$ cat src/rtl/uvmt_cv32e40x_pma_obi_tracker.sv
// PMA checker for one OBI channel: checks each granted address phase against the
// region table, tracks outstanding transactions and pulses protocol/PMA violations.
package uvmt_cv32e40x_pma_obi_tracker_pkg;
  typedef struct packed {
    logic [31:0] word_addr_low;
    logic [31:0] word_addr_high;
    logic        main;
    logic        bufferable;
    logic        cacheable;
    logic        atomic;
  } pma_cfg_t;
endpackage

module uvmt_cv32e40x_pma_obi_tracker
  import uvmt_cv32e40x_pma_obi_tracker_pkg::*;
#(
  parameter int              ADDR_WIDTH      = 32,
  parameter bit              IS_INSTR_SIDE   = 1'b0,
  parameter int              PMA_NUM_REGIONS = 0,
  parameter pma_cfg_t [15:0] PMA_CFG         = '0,
  parameter logic [ADDR_WIDTH-1:0] DM_REGION_START = '0,
  parameter logic [ADDR_WIDTH-1:0] DM_REGION_END   = '0,
  parameter int              MAX_OUTSTANDING = 2,
  parameter int              CNT_WIDTH       = 16
) (
  input  logic                    clk,
  input  logic                    rst_n,
  input  logic                    obi_req,
  input  logic                    obi_gnt,
  input  logic [ADDR_WIDTH-1:0]   obi_addr,
  input  logic                    obi_we,
  input  logic [1:0]              obi_memtype,
  input  logic                    obi_rvalid,
  input  logic                    dbg,
  input  logic                    misaligned_i,
  output logic [3:0]              outstanding_o,
  output logic                    rsp_valid_o,
  output logic [3:0]              rsp_match_idx_o,
  output logic                    err_denied_o,
  output logic                    err_memtype_o,
  output logic                    err_overflow_o,
  output logic                    err_underflow_o,
  output logic                    err_unstable_o,
  output logic [16*CNT_WIDTH-1:0] hit_cnt_o
);

  localparam int         CMP_W    = ADDR_WIDTH + 2;
  localparam logic [3:0] NO_MATCH = 4'd15;
  localparam logic [3:0] MAX_CNT  = 4'(MAX_OUTSTANDING);
  localparam logic [2:0] LAST_PTR = 3'(MAX_OUTSTANDING - 1);

  typedef enum logic {ST_IDLE = 1'b0, ST_WAIT = 1'b1} state_e;

  typedef struct packed {
    logic [3:0] idx;
    logic [1:0] memtype;
  } fifo_entry_t;

  function automatic logic region_hit(input logic [31:0] lo_w, input logic [31:0] hi_w,
                                      input logic [CMP_W-1:0] a);
    logic [CMP_W-1:0] lo;
    logic [CMP_W-1:0] hi;
    lo = CMP_W'({lo_w, 2'b00});
    hi = CMP_W'({hi_w, 2'b00});
    return (a >= lo) && (a < hi);
  endfunction

  function automatic logic [2:0] ptr_inc(input logic [2:0] p);
    return (p == LAST_PTR) ? 3'd0 : p + 3'd1;
  endfunction

  // State
  state_e                state_q, state_d;
  logic [ADDR_WIDTH-1:0] cap_addr_q, cap_addr_d;
  logic                  cap_we_q, cap_we_d;
  logic [1:0]            cap_mt_q, cap_mt_d;
  fifo_entry_t           fifo_q [8];
  fifo_entry_t           fifo_d [8];
  logic [2:0]            wptr_q, wptr_d;
  logic [2:0]            rptr_q, rptr_d;
  logic [3:0]            count_q, count_d;
  logic [CNT_WIDTH-1:0]  hit_q [16];
  logic [CNT_WIDTH-1:0]  hit_d [16];
  logic                  rsp_valid_q, rsp_valid_d;
  logic [3:0]            rsp_idx_q, rsp_idx_d;
  logic                  err_denied_q, err_denied_d;
  logic                  err_memtype_q, err_memtype_d;
  logic                  err_overflow_q, err_overflow_d;
  logic                  err_underflow_q, err_underflow_d;
  logic                  err_unstable_q, err_unstable_d;

  // Address-phase evaluation
  logic       we_int;
  logic       accept;
  logic       in_dm;
  logic       match_found;
  logic [3:0] match_idx;
  logic       attr_main;
  logic       attr_buf;
  logic       attr_cach;
  logic       allow;
  logic [1:0] exp_memtype;
  fifo_entry_t head;
  logic [1:0]  unused_head_memtype;

  assign we_int = IS_INSTR_SIDE ? 1'b0 : obi_we;
  assign accept = obi_req && obi_gnt;
  assign in_dm  = dbg && (obi_addr >= DM_REGION_START) && (obi_addr <= DM_REGION_END);
  assign head   = fifo_q[rptr_q];
  assign unused_head_memtype = head.memtype;

  // Descending scan so the lowest matching index is the one left standing
  always_comb begin
    match_found = 1'b0;
    match_idx   = NO_MATCH;
    for (int i = 15; i >= 0; i--) begin
      if ((i < PMA_NUM_REGIONS) &&
          region_hit(PMA_CFG[4'(i)].word_addr_low, PMA_CFG[4'(i)].word_addr_high,
                     CMP_W'(obi_addr))) begin
        match_found = 1'b1;
        match_idx   = 4'(i);
      end
    end
  end

  always_comb begin
    attr_main = (PMA_NUM_REGIONS == 0);
    attr_buf  = 1'b0;
    attr_cach = 1'b0;
    if (in_dm) begin
      attr_main = 1'b1;
    end else if (match_found) begin
      attr_main = PMA_CFG[match_idx].main;
      attr_buf  = PMA_CFG[match_idx].bufferable;
      attr_cach = PMA_CFG[match_idx].cacheable;
    end
    if (in_dm)              allow = 1'b1;
    else if (IS_INSTR_SIDE) allow = attr_main;
    else                    allow = attr_main || !misaligned_i;
    exp_memtype = {attr_cach, attr_buf && !IS_INSTR_SIDE && we_int};
  end

  // Address-phase stability FSM; fields are recaptured so each change pulses once
  always_comb begin
    state_d        = state_q;
    cap_addr_d     = cap_addr_q;
    cap_we_d       = cap_we_q;
    cap_mt_d       = cap_mt_q;
    err_unstable_d = 1'b0;
    case (state_q)
      ST_IDLE: begin
        if (obi_req && !obi_gnt) begin
          state_d    = ST_WAIT;
          cap_addr_d = obi_addr;
          cap_we_d   = we_int;
          cap_mt_d   = obi_memtype;
        end
      end
      ST_WAIT: begin
        if (obi_req) begin
          err_unstable_d = (obi_addr != cap_addr_q) || (we_int != cap_we_q) ||
                           (obi_memtype != cap_mt_q);
          cap_addr_d     = obi_addr;
          cap_we_d       = we_int;
          cap_mt_d       = obi_memtype;
          if (obi_gnt) state_d = ST_IDLE;
        end else begin
          err_unstable_d = 1'b1;
          state_d        = ST_IDLE;
        end
      end
      default: state_d = ST_IDLE;
    endcase
  end

  // Outstanding FIFO; an empty-FIFO response never pops a same-cycle grant
  always_comb begin
    logic do_push;
    fifo_d          = fifo_q;
    wptr_d          = wptr_q;
    rptr_d          = rptr_q;
    count_d         = count_q;
    rsp_valid_d     = 1'b0;
    rsp_idx_d       = 4'd0;
    err_overflow_d  = 1'b0;
    err_underflow_d = 1'b0;
    do_push         = 1'b0;
    if (obi_rvalid && (count_q == 4'd0)) begin
      err_underflow_d = 1'b1;
      do_push         = accept;
    end else if (obi_rvalid) begin
      rsp_valid_d = 1'b1;
      rsp_idx_d   = head.idx;
      rptr_d      = ptr_inc(rptr_q);
      count_d     = count_q - 4'd1;
      do_push     = accept;
    end else if (accept) begin
      if (count_q == MAX_CNT) err_overflow_d = 1'b1;
      else                    do_push        = 1'b1;
    end
    if (do_push) begin
      fifo_d[wptr_q] = '{idx: match_idx, memtype: exp_memtype};
      wptr_d         = ptr_inc(wptr_q);
      count_d        = count_d + 4'd1;
    end
  end

  always_comb begin
    hit_d         = hit_q;
    err_denied_d  = accept && !allow;
    err_memtype_d = accept && (obi_memtype != exp_memtype);
    if (accept && match_found && (hit_q[match_idx] != '1)) begin
      hit_d[match_idx] = hit_q[match_idx] + CNT_WIDTH'(1);
    end
  end

  always_ff @(posedge clk or negedge rst_n) begin
    if (!rst_n) begin
      state_q         <= ST_IDLE;
      cap_addr_q      <= '0;
      cap_we_q        <= 1'b0;
      cap_mt_q        <= 2'b00;
      fifo_q          <= '{default: '0};
      wptr_q          <= 3'd0;
      rptr_q          <= 3'd0;
      count_q         <= 4'd0;
      hit_q           <= '{default: '0};
      rsp_valid_q     <= 1'b0;
      rsp_idx_q       <= 4'd0;
      err_denied_q    <= 1'b0;
      err_memtype_q   <= 1'b0;
      err_overflow_q  <= 1'b0;
      err_underflow_q <= 1'b0;
      err_unstable_q  <= 1'b0;
    end else begin
      state_q         <= state_d;
      cap_addr_q      <= cap_addr_d;
      cap_we_q        <= cap_we_d;
      cap_mt_q        <= cap_mt_d;
      fifo_q          <= fifo_d;
      wptr_q          <= wptr_d;
      rptr_q          <= rptr_d;
      count_q         <= count_d;
      hit_q           <= hit_d;
      rsp_valid_q     <= rsp_valid_d;
      rsp_idx_q       <= rsp_idx_d;
      err_denied_q    <= err_denied_d;
      err_memtype_q   <= err_memtype_d;
      err_overflow_q  <= err_overflow_d;
      err_underflow_q <= err_underflow_d;
      err_unstable_q  <= err_unstable_d;
    end
  end

  assign outstanding_o   = count_q;
  assign rsp_valid_o     = rsp_valid_q;
  assign rsp_match_idx_o = rsp_idx_q;
  assign err_denied_o    = err_denied_q;
  assign err_memtype_o   = err_memtype_q;
  assign err_overflow_o  = err_overflow_q;
  assign err_underflow_o = err_underflow_q;
  assign err_unstable_o  = err_unstable_q;

  for (genvar g = 0; g < 16; g++) begin : g_hit_flat
    assign hit_cnt_o[g*CNT_WIDTH +: CNT_WIDTH] = hit_q[g];
  end

endmodule
$ cat config.mk
export PLATFORM = sky130hd
export DESIGN_NAME = uvmt_cv32e40x_pma_obi_tracker
export DESIGN_NICKNAME = d
export VERILOG_FILES = /design/src/rtl/uvmt_cv32e40x_pma_obi_tracker.sv
export SDC_FILE = /design/constraint.sdc
export NUM_CORES = 1
export LEC_CHECK = 0
export ABC_AREA = 1
export CAP_MARGIN = 20
export CORE_ASPECT_RATIO = 1.2
export CORE_MARGIN = 2
export CORE_UTILIZATION = 41
export CTS_CLUSTER_DIAMETER = 120
export CTS_CLUSTER_SIZE = 24
export DETAILED_ROUTE_END_ITERATION = 8
export GPL_TIMING_DRIVEN = 0
export PLACE_DENSITY = 0.82
export SYNTH_ARGS = -nofsm -noshare
export SYNTH_HDL_FRONTEND = slang
export SYNTH_SLANG_ARGS = --single-unit
$ cat constraint.sdc
create_clock -name clk -period 2 [get_ports clk]
set_input_delay 0.2 -clock clk [delete_from_list [all_inputs] [get_ports clk]]
set_output_delay 0.2 -clock clk [all_outputs]
set_load 0.05 [all_outputs]
-- After elaboration in Yosys (flattened, before gate mapping)
Index checks and enable logic that the tools add are counted.
- add/sub/neg operators: 4
- order comparisons: 3
- equal/unequal tests: 8
- muxes and demuxes: 38
- bitwise gates (word level): 7
- reductions and logical operators: 12
- operators by type and width (operator ; number):
    $mux W32 ; 2
    $pmux W32 S2 ; 1
    $ne A32 B32 Y1 ; 1
    $or A32 B32 Y32 ; 1
    $mux W4 ; 5
    $bmux W6 S3 ; 1
    $demux W6 S3 ; 1
    $mux W1 ; 18
    $mux W6 ; 3
    $and A16 B16 Y16 ; 1
    $not A16 Y16 ; 1
    $ge A4 B4 Y1 const B ; 2
    $not A3 Y4 ; 2
    $add A3 B1 Y3 const B ; 2
    $eq A3 B1 Y1 const B ; 2
    $mux W3 ; 2
    $logic_and A1 B1 Y1 ; 5
    $add A4 B1 Y4 const B ; 1
    $eq A4 B2 Y1 const B ; 1
    $logic_not A4 Y1 ; 1
    $lt A4 B1 Y1 const B ; 1
    $mux W2 ; 2
    $ne A2 B2 Y1 const B ; 2
    $pmux W1 S2 ; 2
    other kinds (9) ; 12
- bits in registers: 103
- input port bits: 42
- output and inout port bits: 270
- logic and storage cells: 101

-- Logic depth before layout (Yosys ltp)
- depth in word-level cells: 7
- gate-level depth with buffers: 11
- depth with buffers taken out: 11

-- Least setup slack after synthesis
No wires, ideal clock.
- path kind: register to register
- from: register count_q[0] (netlist: outstanding_o[0])
- to: register count_q[1] (netlist: outstanding_o[1])
- library setup time: 0.128 ns
- arrival time: 1.819 ns
- required time: 1.872 ns
- path slack: 0.053 ns
- stages on the path, launching flop included: 10
- buffers on the path: 0
- period minus slack after synthesis: 1.947 ns
- path through: dfrtp_1 inv_1 ha_1 nand2_2 nand2_4 xor2_1 inv_1 ha_1 nand2_1 o21ai_0
- longest elaborated chain between the ends: 6
- elaborated cells between the ends (all ways): 12
- classes of those cells: add/sub (2); eq/ne (1); mux (7); reduce/logical (2)
- ends and longest elaborated chain (element ; line ; text):
    from (decl) ; 81 ; logic [3:0] count_q, count_d;
    from (signal assigned) ; 243 ; count_q <= count_d;
    branches (longest 5 deep; another with $sub A4 B1 Y4) ; - ;
    $mux W4 * ; 201 ; if (do_push) begin
    net count_d[1] ; 81 ;
Mark *: on every way through the listed nets, which the timed path passes.
A chain may end at the register's enable or synchronous reset.

-- Final worst setup path
- from: register count_q[1] (netlist: outstanding_o[1])
- to: output outstanding_o[1]
- RTL lines (element ; line ; text):
    to (decl) ; 36 ; output logic [3:0] outstanding_o,
No word-level cell between the ends.

==> run metrics <==
unrepaired setup endpoints after global routing no; I/O Buffers 52; mux cell area share after synthesis 1.30%; H-tree depth 3; Netlist cell types 33; status finished clean; family with the most delay on the worst path buffers and inverters; max frequency 561 MHz; VDD IR max 0.000837 V; Hold WC Path Type input pin to async pin; fin crit period around 1.8 ns; setup TNS 0 ns; Initial DRT Pass Iterations 4; Post-Synth XOR/XNOR Area 1.88%; clk_skew 0.0103 ns; worst-margin pin slew 0.520 ns; critical-path maximum fanout 5; NumNets Final 1128; via count 4650; Post-Route Utilization 56.2%; CTS tree yes; die area 15800 sq um; clock tree sinks 87; Final Wtd Congestion roughly 0.84; HPWL after detailed placement between 10000 and 15000 um; Final Max Slew Viols 0; CTS root buf clkbuf_16; register area share after synthesis 36.0%; core area 14400 sq um; Worst Path Arrival 1.58 ns; Post-Synth Adder-Cell Area less than 1%; routed len/inst 9.84 um; crit path max-delay cell type clkdlybuf4s50_1; ANT cells 0; crit end category primary output; Startpoint Class register; # IOs 312; most common cell after layout, fill and taps aside buf_4; DR iter-0 viols 174; drt total wl 12400 um; worst skew pair latency 0.33 ns; Final Cycle Share between 80% and 90%; number of synthesized flops with an enable pin 0; critical path type register to primary output; Num CTS Buffers 9; row count 48; Yosys Warn Count 0; GRT overflow 0; leakage power 4.84 nW; Global Route Usage Sum between 10% and 20%; Pwr per Cell Area 885 nW/um^2; synthesized instance count about 760; main combinational cell family by area after synthesis buffers and inverters; Synth Cell Area just over 6000 sq um; Setup Buffers After CTS 0; cell taking the most area after synthesis dfrtp_1; top cell type's share of synthesized area between 30 and 40%; flops & latches, synth 87; first-pass GRT wire length approximately 19000 um; clk buf depth 2; Starting Density 42.0%; initial antenna violation count 1; ys flop type dfrtp_1; DRC viols 0; commonest cells after routing, fill and taps aside buf_4, conb_1, nand2_1; asr flop ratio synth 100%; ratio of cells with drive above 1 in the final layout 27.9%; Final Hold Vio Count 0; Compound-Gate Fraction of Synth Area 5.93%; Synth area leaders dfrtp_1, buf_4, nand2_1; largest net degree at the start of global routing 60; DIE WIDTH between 100 and 150 um; Via density 3.68; Max transition margin around two thirds; endpoints failing setup 0; number of global-route vias before repair 4121; clk slew on worst S/H paths 0.07 ns; Max Cap Viol 0; hold buffers post-CTS 1; worst endpoint required time 1.80 ns; Post-Synth Simple-Gate Area 15.4%; Detail Route Antenna Nets 0; worst path buffer plus inverter count 1; syn avg cell area 7.96 sq um; area delta synth->final 33.7%; crit-path cells clkdlybuf4s50_1; DIE HEIGHT approximately 140 um; Post-CTS Resized 0; max incr delay on CP 0.83 ns
-- registers in the layout, indices dropped and copies added, names as in the netlist --
signal	cells
outstanding_o	4
rsp_valid_o	1
cap_addr_q	32
err_memtype_o	1
err_underflow_o	1
rsp_match_idx_o	4
wptr_q	3
state_q	1
fifo_q	32
cap_we_q	1
err_unstable_o	1
cap_mt_q	2
err_overflow_o	1
rptr_q	3
-- metrics by stage --
step / area, sq um / hold WS (ns) / setup slack [ns] / std cells / power, W
floorplan: 7020 / -0.0956 / 0.0529 / 1017 / 0.00488
global placement: 7760 / 0.434 / -2.41 / 1244 / 0.00541
detailed placement: 7780 / 0.156 / 0.130 / 1245 / 0.00546
CTS: 8100 / 0.323 / 0.186 / 1262 / 0.00720
global route: 8100 / 0.375 / 0.107 / 1262 / 0.00759
finish: 8100 / 0.337 / 0.218 / 1262 / 0.00716
-- kinds of logic after synthesis --
| family | after synthesis |
|---|---|
| compound gates | 64 |
| xor+xnor | 13 |
| fa+ha+maj | 4 |
| buf+inv | 363 |
| flops | 87 |
| mux | 7 |
| other cells | 1 |
| simple gates | 222 |
-- Yosys cell counts, types with 2 or more instances --
master / n
nand4_1: 3
a21oi_1: 17
nand3_1: 8
nand2_2: 2
nor2_1: 42
mux2_1: 4
inv_2: 4
nor2_2: 2
a211oi_1: 3
buf_2: 7
o221ai_1: 3
inv_1: 94
xor2_1: 8
mux2_2: 3
ha_1: 4
xnor2_1: 5
nor3_1: 7
nand4_2: 2
o21ai_0: 37
nand2_1: 151
dfrtp_1: 87
buf_4: 257
-- per-layer routing --
| metal | share of wire, % | vias to the layer above | GRT usage (%) | wire length (um) |
|---|---|---|---|---|
| li1 | - | 2431 | - | - |
| met1 | 36 | 2046 | 16.7 | 4510 |
| met2 | 56 | 167 | 28.9 | 6920 |
| met3 | 7.3 | 6 | 4.21 | 901 |
| met4 | 0.71 | 0 | 3.01 | 88 |
| met5 | 0 | - | 0 | 0 |
-- final timing paths --
path                       cells after the start        startpoint  slack [ns]            endpoint
max reg2reg                                    9  outstanding_o[0]        0.24    outstanding_o[1]
min reg2reg                                    2        fifo_q[21]        0.45          fifo_q[21]
max in group asynchronous                      3             rst_n        1.05      cap_addr_q[29]
min in group clk                               2        fifo_q[21]        0.45          fifo_q[21]
min                                            2             rst_n        0.34  rsp_match_idx_o[0]
max                                            1  outstanding_o[1]        0.22    outstanding_o[1]
-- power breakdown --
group / total [W] / switching (W) / internal [W]
Combinational: 0.00327 / 0.00229 / 0.000988
Sequential: 0.00219 / 0.000182 / 0.00200
Clock: 0.00170 / 0.000712 / 0.000991
Total: 0.00716 / 0.00318 / 0.00398
-- cell type report --
class,count,area (sq um)
Buffer,265,1980
Fill cell,1351,6320
Tap cell,175,219
Clock buffer,10,229
Timing Repair Buffer,54,556
Multi-Input combinational cell,567,2500
Clock inverter,6,75.1
Sequential cell,87,2180
Inverter,98,368
Note: power is estimated with default switching activity, not from simulation.
